**config.mk**
```make
export PLATFORM = sky130hd
export DESIGN_NAME = dm_port_arbiter
export DESIGN_NICKNAME = d
export VERILOG_FILES = /design/src/rtl/dm_port_arbiter.sv
export SDC_FILE = /design/constraint.sdc
export NUM_CORES = 1
export LEC_CHECK = 0
export BUFFER_PORTS_ARGS = -buffer_cell sky130_fd_sc_hd__clkbuf_2
export CAP_MARGIN = 15
export CORE_AREA = 4 4 61 63
export DETAILED_ROUTE_END_ITERATION = 7
export DIE_AREA = 0 0 65 67
export PLACE_DENSITY = 0.83
export SLEW_MARGIN = 0
export SYNTH_ARGS = -nofsm -noshare
export SYNTH_HDL_FRONTEND = slang
export SYNTH_SLANG_ARGS = --single-unit
```
**constraint.sdc**
```tcl
create_clock -name clk -period 2.61 [get_ports clk]
set_input_delay 0.1305 -clock clk [delete_from_list [all_inputs] [get_ports clk]]
set_output_delay 0.1305 -clock clk [all_outputs]
set_load 0.01 [all_outputs]
```
**src/rtl/dm_port_arbiter.sv**
```systemverilog
// Single-port data-memory arbiter: pipeline MEM stage (port 0) vs loader/debug DMA (port 1).
// Optional build macro DM_ARB_ROUND_ROBIN_EN selects round-robin ties; default is fixed priority with starvation override.
//
// Handshake: pX_req is a level held with stable fields until pX_gnt is seen high in the
// same cycle; a cycle with req & gnt transfers one access. Reads return pX_rvalid/pX_rdata
// exactly one cycle after the grant, with no backpressure on the return path.
module dm_port_arbiter #(
  parameter int AW           = 16,
  parameter int DW           = 16,
  parameter int STARVE_LIMIT = 4,
  localparam int SCW         = $clog2(STARVE_LIMIT + 1)
) (
  input  logic           clk,
  input  logic           reset,
  input  logic           p0_req,
  input  logic           p0_we,
  input  logic [AW-1:0]  p0_addr,
  input  logic [DW-1:0]  p0_wdata,
  output logic           p0_gnt,
  output logic           p0_stall,
  output logic           p0_rvalid,
  output logic [DW-1:0]  p0_rdata,
  input  logic           p1_req,
  input  logic           p1_we,
  input  logic [AW-1:0]  p1_addr,
  input  logic [DW-1:0]  p1_wdata,
  output logic           p1_gnt,
  output logic           p1_rvalid,
  output logic [DW-1:0]  p1_rdata,
  output logic           mem_en,
  output logic           mem_we,
  output logic [AW-1:0]  mem_addr,
  output logic [DW-1:0]  mem_wdata,
  input  logic [DW-1:0]  mem_rdata,
  output logic           dbg_last_winner,
  output logic [SCW-1:0] dbg_starve_cnt
);

  typedef enum logic {
    LW_P0 = 1'b0,
    LW_P1 = 1'b1
  } winner_e;

  localparam logic [SCW-1:0] STARVE_MAX = SCW'(STARVE_LIMIT);

  winner_e        last_winner_q, last_winner_d;
  logic [SCW-1:0] starve_cnt_q, starve_cnt_d;
  logic           rd_pend_q, rd_pend_d;
  winner_e        rd_owner_q, rd_owner_d;
  logic           grant0, grant1;

  // Winner selection; reset forces no grant so nothing reaches the BRAM.
  always_comb begin
    grant0 = 1'b0;
    grant1 = 1'b0;
    if (!reset) begin
      if (p0_req && p1_req) begin
`ifdef DM_ARB_ROUND_ROBIN_EN
        if (last_winner_q == LW_P0) grant1 = 1'b1;
        else                        grant0 = 1'b1;
`else
        if (starve_cnt_q == STARVE_MAX) grant1 = 1'b1;
        else                            grant0 = 1'b1;
`endif
      end else begin
        grant0 = p0_req;
        grant1 = p1_req;
      end
    end
  end

  always_comb begin
    last_winner_d = last_winner_q;
    if (grant0)      last_winner_d = LW_P0;
    else if (grant1) last_winner_d = LW_P1;

    starve_cnt_d = '0;
`ifndef DM_ARB_ROUND_ROBIN_EN
    if (p1_req && !grant1 && starve_cnt_q != STARVE_MAX) starve_cnt_d = starve_cnt_q + 1'b1;
    else if (p1_req && !grant1)                          starve_cnt_d = starve_cnt_q;
`endif

    rd_pend_d  = (grant0 && !p0_we) || (grant1 && !p1_we);
    rd_owner_d = grant1 ? LW_P1 : LW_P0;
  end

  always_ff @(posedge clk) begin
    if (reset) begin
      last_winner_q <= LW_P1;
      starve_cnt_q  <= '0;
      rd_pend_q     <= 1'b0;
      rd_owner_q    <= LW_P0;
    end else begin
      last_winner_q <= last_winner_d;
      starve_cnt_q  <= starve_cnt_d;
      rd_pend_q     <= rd_pend_d;
      rd_owner_q    <= rd_owner_d;
    end
  end

  always_comb begin
    mem_en    = grant0 | grant1;
    mem_we    = 1'b0;
    mem_addr  = '0;
    mem_wdata = '0;
    if (grant0) begin
      mem_we    = p0_we;
      mem_addr  = p0_addr;
      mem_wdata = p0_wdata;
    end else if (grant1) begin
      mem_we    = p1_we;
      mem_addr  = p1_addr;
      mem_wdata = p1_wdata;
    end
  end

  // A read in flight when reset arrives is dropped: its return cycle is masked.
  assign p0_gnt    = grant0;
  assign p1_gnt    = grant1;
  assign p0_stall  = p0_req & ~grant0;
  assign p0_rvalid = rd_pend_q & (rd_owner_q == LW_P0) & ~reset;
  assign p1_rvalid = rd_pend_q & (rd_owner_q == LW_P1) & ~reset;
  assign p0_rdata  = p0_rvalid ? mem_rdata : '0;
  assign p1_rdata  = p1_rvalid ? mem_rdata : '0;

  assign dbg_last_winner = last_winner_q;
  assign dbg_starve_cnt  = starve_cnt_q;

  a_one_grant: assert property (@(posedge clk) !(grant0 && grant1));

endmodule

```
==> out/qor.csv, run 1 <==
metric;value;unit
Vias;1384;
max_slew headroom;52.7;%
max-cap check violation count;0;
Peak Freq;481;MHz
Final Hold Fails;0;
vias in the first global route;1246;
initial antenna violation count;0;
cts hold-fix bufs;0;
TritonCTS Buffers;3;
Critical Path End Type;output pin;
Netlist cell types;22;
setup bufs post-CTS;0;
class of the worst hold path;input pin to flip-flop;
critical path data arrival time;1950;ps
starting density of the core;26.6;%
clock share of power;22.7;%
Die X;65;um
PostCTS Resize Cnt;0;
core area;3230;um^2
register share of total power;25.0;%
status;finished, final reports clean;
area taken by flip-flops and latches;120;um^2
main area contributors after synthesis;a22o_1 34%, and2_1 23%, dfxtp_1 14%, buf_2 4.1%, ha_1 2.9%;
NumNets Final;351;
sequential fraction of the synthesis area;14.0;%
crit-path cells;inv_1 -> ha_1 -> a21boi_2 -> nor2_4 -> buf_4 -> or2_2 -> clkbuf_2;
critical path class;flip-flop to output pin;
clock skew;3.50;ps
crit-path max cell delay;340;ps
Synthesized Nets;194;
# diodes;0;
DRT iter0 DRCs;24;
synthesized instance count;106;
Die Ht;67;um
placed cell count;304;
Worst-Margin Slew;707;ps
CTS clk-pin slew, worst paths;50;ps
DRC;0;
Final Cycle Share;79.6;%
Synthesis Warnings;0;
first-pass GRT wire length;5520;um
CP max FO;32;
wire length per cell;12.9;um
Mapped Area;860;um^2
Layout area overhead;98.0;%
Tmin final;2080;ps
drt via density;4.51;
Port Buf Inserts;160;
post-synthesis register bit count;6;
post-synth top area share;33.6;%
Sw Ratio;34.0;%
RSZ-0062 raised after global routing;false;
number of nets with antenna violations after routing;0;
Critical Path RT;2480;ps
Critical Path Start Type;flip-flop;
Multi-input gate area;671;um^2
slowest library cell on the worst path;dfxtp_1;
Cell Int Power;256;uW
drt first pass iters;4;
Fillers;333;
I/O pins;161;
Routed WL;3950;um
Root Driver;clkbuf_4;
Logic pwr share;52.3;%
clock sinks;6;
Clock Path Buffers;2;
Setup TNS Final;0;ps
gr ovfl total;0;
commonest non-fill, non-tap cells in the layout;160 x clkbuf_2, 33 x a22o_1, 32 x and2_1, 6 x dfxtp_1, 4 x nor2_1;
Final Non-Filler Cells;307;
area leader, netlist;a22o_1;
final max-slew violation count;0;
P_leak;0.00107;uW
Power per Cell Area;228;nW/um^2
commonest non-fill, non-tap cell in the layout;clkbuf_2;
total track usage;15.7;%
Avg Cell Area, Syn;8.11;um^2
Die ar.;4360;um^2
H-tree levels;1;
largest net degree at the start of global routing;39;
RD Place Congestion;0.736;
TritonCTS clock tree;done;
share of layout cells above drive strength 1;65.9;%
final setup fails;0;
Post-DP HPWL;3420;um
row cnt;21;
Psw;132;uW
worst skew pair latency;250;ps
peak supply drop;0.149;mV
synthesized netlist by cell type:
library cell  count
and2_1           32
nor2_1            4
a311oi_2          1
a22o_1           33
inv_1             3
dfxtp_1           6
buf_2             7
a21boi_2          1
inv_2             1
nor3_1            3
nor3b_2           1
nor2b_1           1
nand2b_4          1
and3b_1           1
mux2i_1           1
nor2_4            1
buf_4             1
ha_1              2
a21o_1            1
or2_2             1
buf_6             2
and3_1            2
final timing paths:
check | from | endpoint | slack (ps) | cells after the start
worst max-delay path | dbg_starve_cnt[0] | mem_en | 530 | 7
worst min-delay path | p0_we | rd_pend_q | 150 | 3
worst min register to register | dbg_last_winner | dbg_last_winner | 510 | 2
worst max register to register | dbg_starve_cnt[0] | dbg_last_winner | 1050 | 5
metal layers:
layer	up-vias	share of wire (%)	global-route usage, %
met5	-	0	0
met4	0	0	3.96
met3	0	9.6	4.38
met2	61	54	30.4
met1	623	36	16.4
li1	700	-	-
area by class of cell:
| cell class | count | share of cell area, % |
|---|---|---|
| inverters | 4 | 0.882 |
| clock buffers | 3 | 1.32 |
| well taps | 46 | 3.38 |
| multi-input cells | 86 | 39.4 |
| repair buffers | 162 | 47.9 |
| flip-flops and latches | 6 | 7.06 |
flip-flops by register name, summed over array words and instances (netlist names):
register / flops
rd_pend_q: 1
dbg_starve_cnt: 3
dbg_last_winner: 1
rd_owner_q: 1
worst max-delay path, delay by kind of cell (launching register included):
| family | cells | cell delay [ps] |
|---|---|---|
| buf+inv | 3 | 430 |
| simple gates | 2 | 380 |
| flops | 1 | 340 |
| compound gates | 1 | 280 |
| fa+ha+maj | 1 | 260 |
power by group through the flow:
stage                     Sequential (uW)  Clock, uW  Combinational (uW)
after floorplan                      99.8          0                91.2
after global placement               98.9          0                 202
after detailed placement             99.1          0                 205
after CTS                            97.3       92.9                 206
after global routing                 97.5       96.9                 223
final                                97.3       88.1                 203
through the flow:
| step | instance area (um^2) | util, % | power (uW) | setup WS (ps) | hold slack (ps) |
|---|---|---|---|---|---|
| 6_report | 1700 | 52.7 | 389 | 533 | 145 |
| 3_3_place_gp | 1680 | 52.0 | 301 | 825 | 400 |
| 5_1_grt | 1700 | 52.7 | 417 | 387 | 176 |
| 2_1_floorplan | 860 | - | 191 | 1030 | 250 |
| 4_1_cts | 1700 | 52.7 | 396 | 509 | 140 |
| 3_5_place_dp | 1680 | 52.0 | 304 | 772 | 402 |
logic make-up after synthesis:
family                   share of synthesized area [%]
buffers and inverters                             9.32
multiplexers                                      1.16
AND/OR/NAND/NOR                                   35.1
adder cells (fa/ha/maj)                           2.91
flip-flops                                        14.0
AO/OA/AOI/OAI                                     37.6
Note: power is estimated with default switching activity, not from simulation.
==> run 2: changes to the inputs <==
- ABC_AREA: unset -> 1
- CORE_AREA: 4 4 61 63 -> 4 4 69 71
- DIE_AREA: 0 0 65 67 -> 0 0 73 75
- PLACE_DENSITY: 0.83 -> 0.76
- clock period: 2.61 -> 1.7 ns (I/O delays scaled with it)
==> run 2 against run 1 <==
Against the previous run:
- clock skew shrank 1.5 ps
- first-iteration DRC count increased to 2.9 times the previous value
- critical path depth up 2
- wire length increased by 28%
- combinational power rose by 80%
- flip-flop and latch count unchanged
- clock-buffer cell count is the same
- setup slack worse by 420 ps
- non-clock buffer count up 9
- highest routed layer is now met4
==> out/qor.csv, run 2 <==
metric;value;unit;change
Layout area overhead;89.2;%;
H-tree levels;1;;unchanged
Critical Path RT;1620;ps;-860 ps
TritonCTS clock tree;done;;
first-pass GRT wire length;7040;um;+28%
Die X;73;um;+12%
synth cell count leaders;44 x nand2_1, 40 x nor2_1, 35 x nand3_1;;
vias in the first global route;1664;;+34%
RSZ-0062 raised after global routing;false;;
post-synthesis register bit count;6;;unchanged
Worst-Margin Slew;421;ps;-287 ps
drt via density;4.79;;+6.3%
TritonCTS Buffers;3;;unchanged
Final Non-Filler Cells;421;;+37%
commonest non-fill, non-tap cells in the layout;157 x clkbuf_2, 41 x nand2_1, 40 x nor2_1, 35 x nand3_1, 34 x nand4_1;;
NumNets Final;459;;+31%
initial antenna violation count;0;;unchanged
number of nets with antenna violations after routing;0;;unchanged
synthesized instance count;214;;+100%
final std cell area, no fill;2090;um^2;+23%
DRT iter0 DRCs;69;;+190%
I/O pins;161;;unchanged
share of layout cells above drive strength 1;50.7;%;-15 points
largest net degree at the start of global routing;36;;-7.7%
Critical Path Source;dbg_starve_cnt[1];;
main area contributors after synthesis;nand4_1 19%, nand3_1 16%, nand2_1 15%, nor2_1 14%, dfxtp_1 11%;;
critical path class;flip-flop to output pin;;
worst r2r src;dbg_starve_cnt[0];;
top-count cell post-synth;nand2_1;;
max-cap check violation count;0;;unchanged
Vias;2017;;+46%
Psw;257;uW;+94%
max_slew headroom;71.9;%;+19 points
CTS clk-pin slew, worst paths;40;ps;about the same
peak supply drop;0.229;mV;+54%
P_leak;0.00142;uW;+33%
max reg flops;3;;unchanged
drt first pass iters;6;;+2
commonest non-fill, non-tap cell in the layout;clkbuf_2;;
Cell Int Power;468;uW;+83%
CP max FO;8;;-75%
worst skew pair latency;220;ps;-30 ps
Tmin final;1590;ps;
Critical Path Start Type;flip-flop;;
Routed WL;5060;um;+28%
Die ar.;5480;um^2;+26%
placed cell count;414;;+36%
core area;4230;um^2;+31%
Final Cycle Share;93.6;%;
DRC;0;;unchanged
Logic pwr share;50.5;%;-1.8 points
# diodes;0;;unchanged
Peak Freq;628;MHz;
area leader, netlist;nand4_1;;
wire length per cell;12.0;um;-6.5%
Power per Cell Area;347;nW/um^2;+52%
final max-slew violation count;0;;unchanged
Port Buf Inserts;160;;unchanged
Critical Path End;mem_addr[1];;
r2r endpoint;rd_pend_q;;
Critical Path End Type;output pin;;
clock skew;2.04;ps;-1.46 ps
crit-path max cell delay;330;ps;about the same
post-synth top area share;19.3;%;-14 points
row cnt;24;;+14%
overall power;725;uW;+86%
Avg Cell Area, Syn;5.16;um^2;-36%
EDFF count, synth;0;;unchanged
Top FF cell, synth;dfxtp_1;;
Sw Ratio;35.4;%;+1.4 points
Top cell by count, worst path;inv_1;;
Crit path depth;9;;+2
Root Driver;clkbuf_8;;
Synthesized Nets;302;;+56%
worst reg2reg setup slack;480;ps;-570 ps
starting density of the core;26.1;%;-0.53 points
total track usage;15.8;%;+0.13 points
Setup TNS Final;0;ps;unchanged
Clock Path Buffers;2;;unchanged
clock share of power;28.6;%;+5.9 points
Synthesis Warnings;0;;unchanged
class of the worst hold path;input pin to flip-flop;;
Final Hold Fails;0;;unchanged
final setup fails;0;;unchanged
Netlist cell types;18;;-18%
crit-path cells;inv_1 -> ha_2 -> nand2_2 -> inv_1 -> nand2_4 -> clkbuf_16 -> nand3_1 -> nand2_1 -> clkbuf_2;;
critical path data arrival time;1510;ps;-440 ps
ys async rst share;0;%;unchanged
Reg2Reg Depth;8;;+3
sequential fraction of the synthesis area;10.9;%;-3.1 points
register share of total power;20.9;%;-4.1 points
delay-heaviest family, CP;buffers and inverters;;
Mapped Area;1100;um^2;+28%
clock sinks;6;;unchanged
Post-DP HPWL;3850;um;+13%
status;finished, final reports clean;;
CP Buf/Inv Count;4;;+1
gr ovfl total;0;;unchanged
slowest library cell on the worst path;dfxtp_2;;
Die Ht;75;um;+12%
RD Place Congestion;0.752;;+2.2%
cell area after placement;1950;um^2;+16%
run 2: kinds of logic after synthesis:
kind of cell,share of synthesized area [%]
compound gates,1.93
flops,10.9
simple gates,66.2
buf+inv,18.7
fa+ha+maj,2.27
run 2: area by class of cell:
type	instances	area (um^2)
fillers	428	2150
repair buffers	171	962
multi-input cells	161	792
flip-flops and latches	6	123
inverters	28	105
well taps	52	65.1
clock buffers	3	41.3
run 2: worst min path at each step:
| stage | from | to | slack (ps) | cells after the start |
|---|---|---|---|---|
| detailed placement | p1_we | rd_pend_q | 390 | 4 |
| finish | reset | rd_owner_q | 170 | 2 |
| CTS | p1_we | rd_pend_q | 170 | 4 |
| floorplan | reset | rd_owner_q | 160 | 1 |
| global route | reset | rd_owner_q | 180 | 2 |
| global placement | reset | rd_owner_q | 390 | 2 |
run 2: repair_timing:
item	CTS	global route
endpoints found under the setup margin	0	36
buffers inserted	0	1
resized for setup	0	14
hold buffers	0	0
run 2: worst reg2reg max path, cell delays in order, from the launching register on:
cell,delay [ps]
dfxtp_2,310
inv_1,70
ha_2,170
nand2_2,70
inv_1,100
nand2_4,100
buf_6,170
nand3_1,60
nand2_1,70
run 2: routing by layer:
layer | vias up | track usage (%) | wire [um]
li1 | 1015 | - | -
met1 | 877 | 15.9 | 1820
met2 | 119 | 33.0 | 2650
met3 | 6 | 2.40 | 533
met4 | 0 | 4.30 | 59
met5 | - | 0 | 0
run 2: power groups by stage:
stage                     sequential, uW  clock [uW]  combinational (uW)
after floorplan                      155           0                 173
after global placement               153           0                 357
after detailed placement             153           0                 360
after CTS                            152         211                 362
after global routing                 152         227                 408
final                                152         207                 366
run 2: stage by stage:
| stage | utilization [%] | worst slack [ps] | hold WS (ps) |
|---|---|---|---|
| after CTS | 46.9 | 17.4 | 165 |
| after global placement | 46.0 | 287 | 386 |
| after global routing | 49.3 | 2.78 | 176 |
| final | 49.3 | 109 | 172 |
| after floorplan | - | 305 | 157 |
| after detailed placement | 46.0 | 258 | 394 |
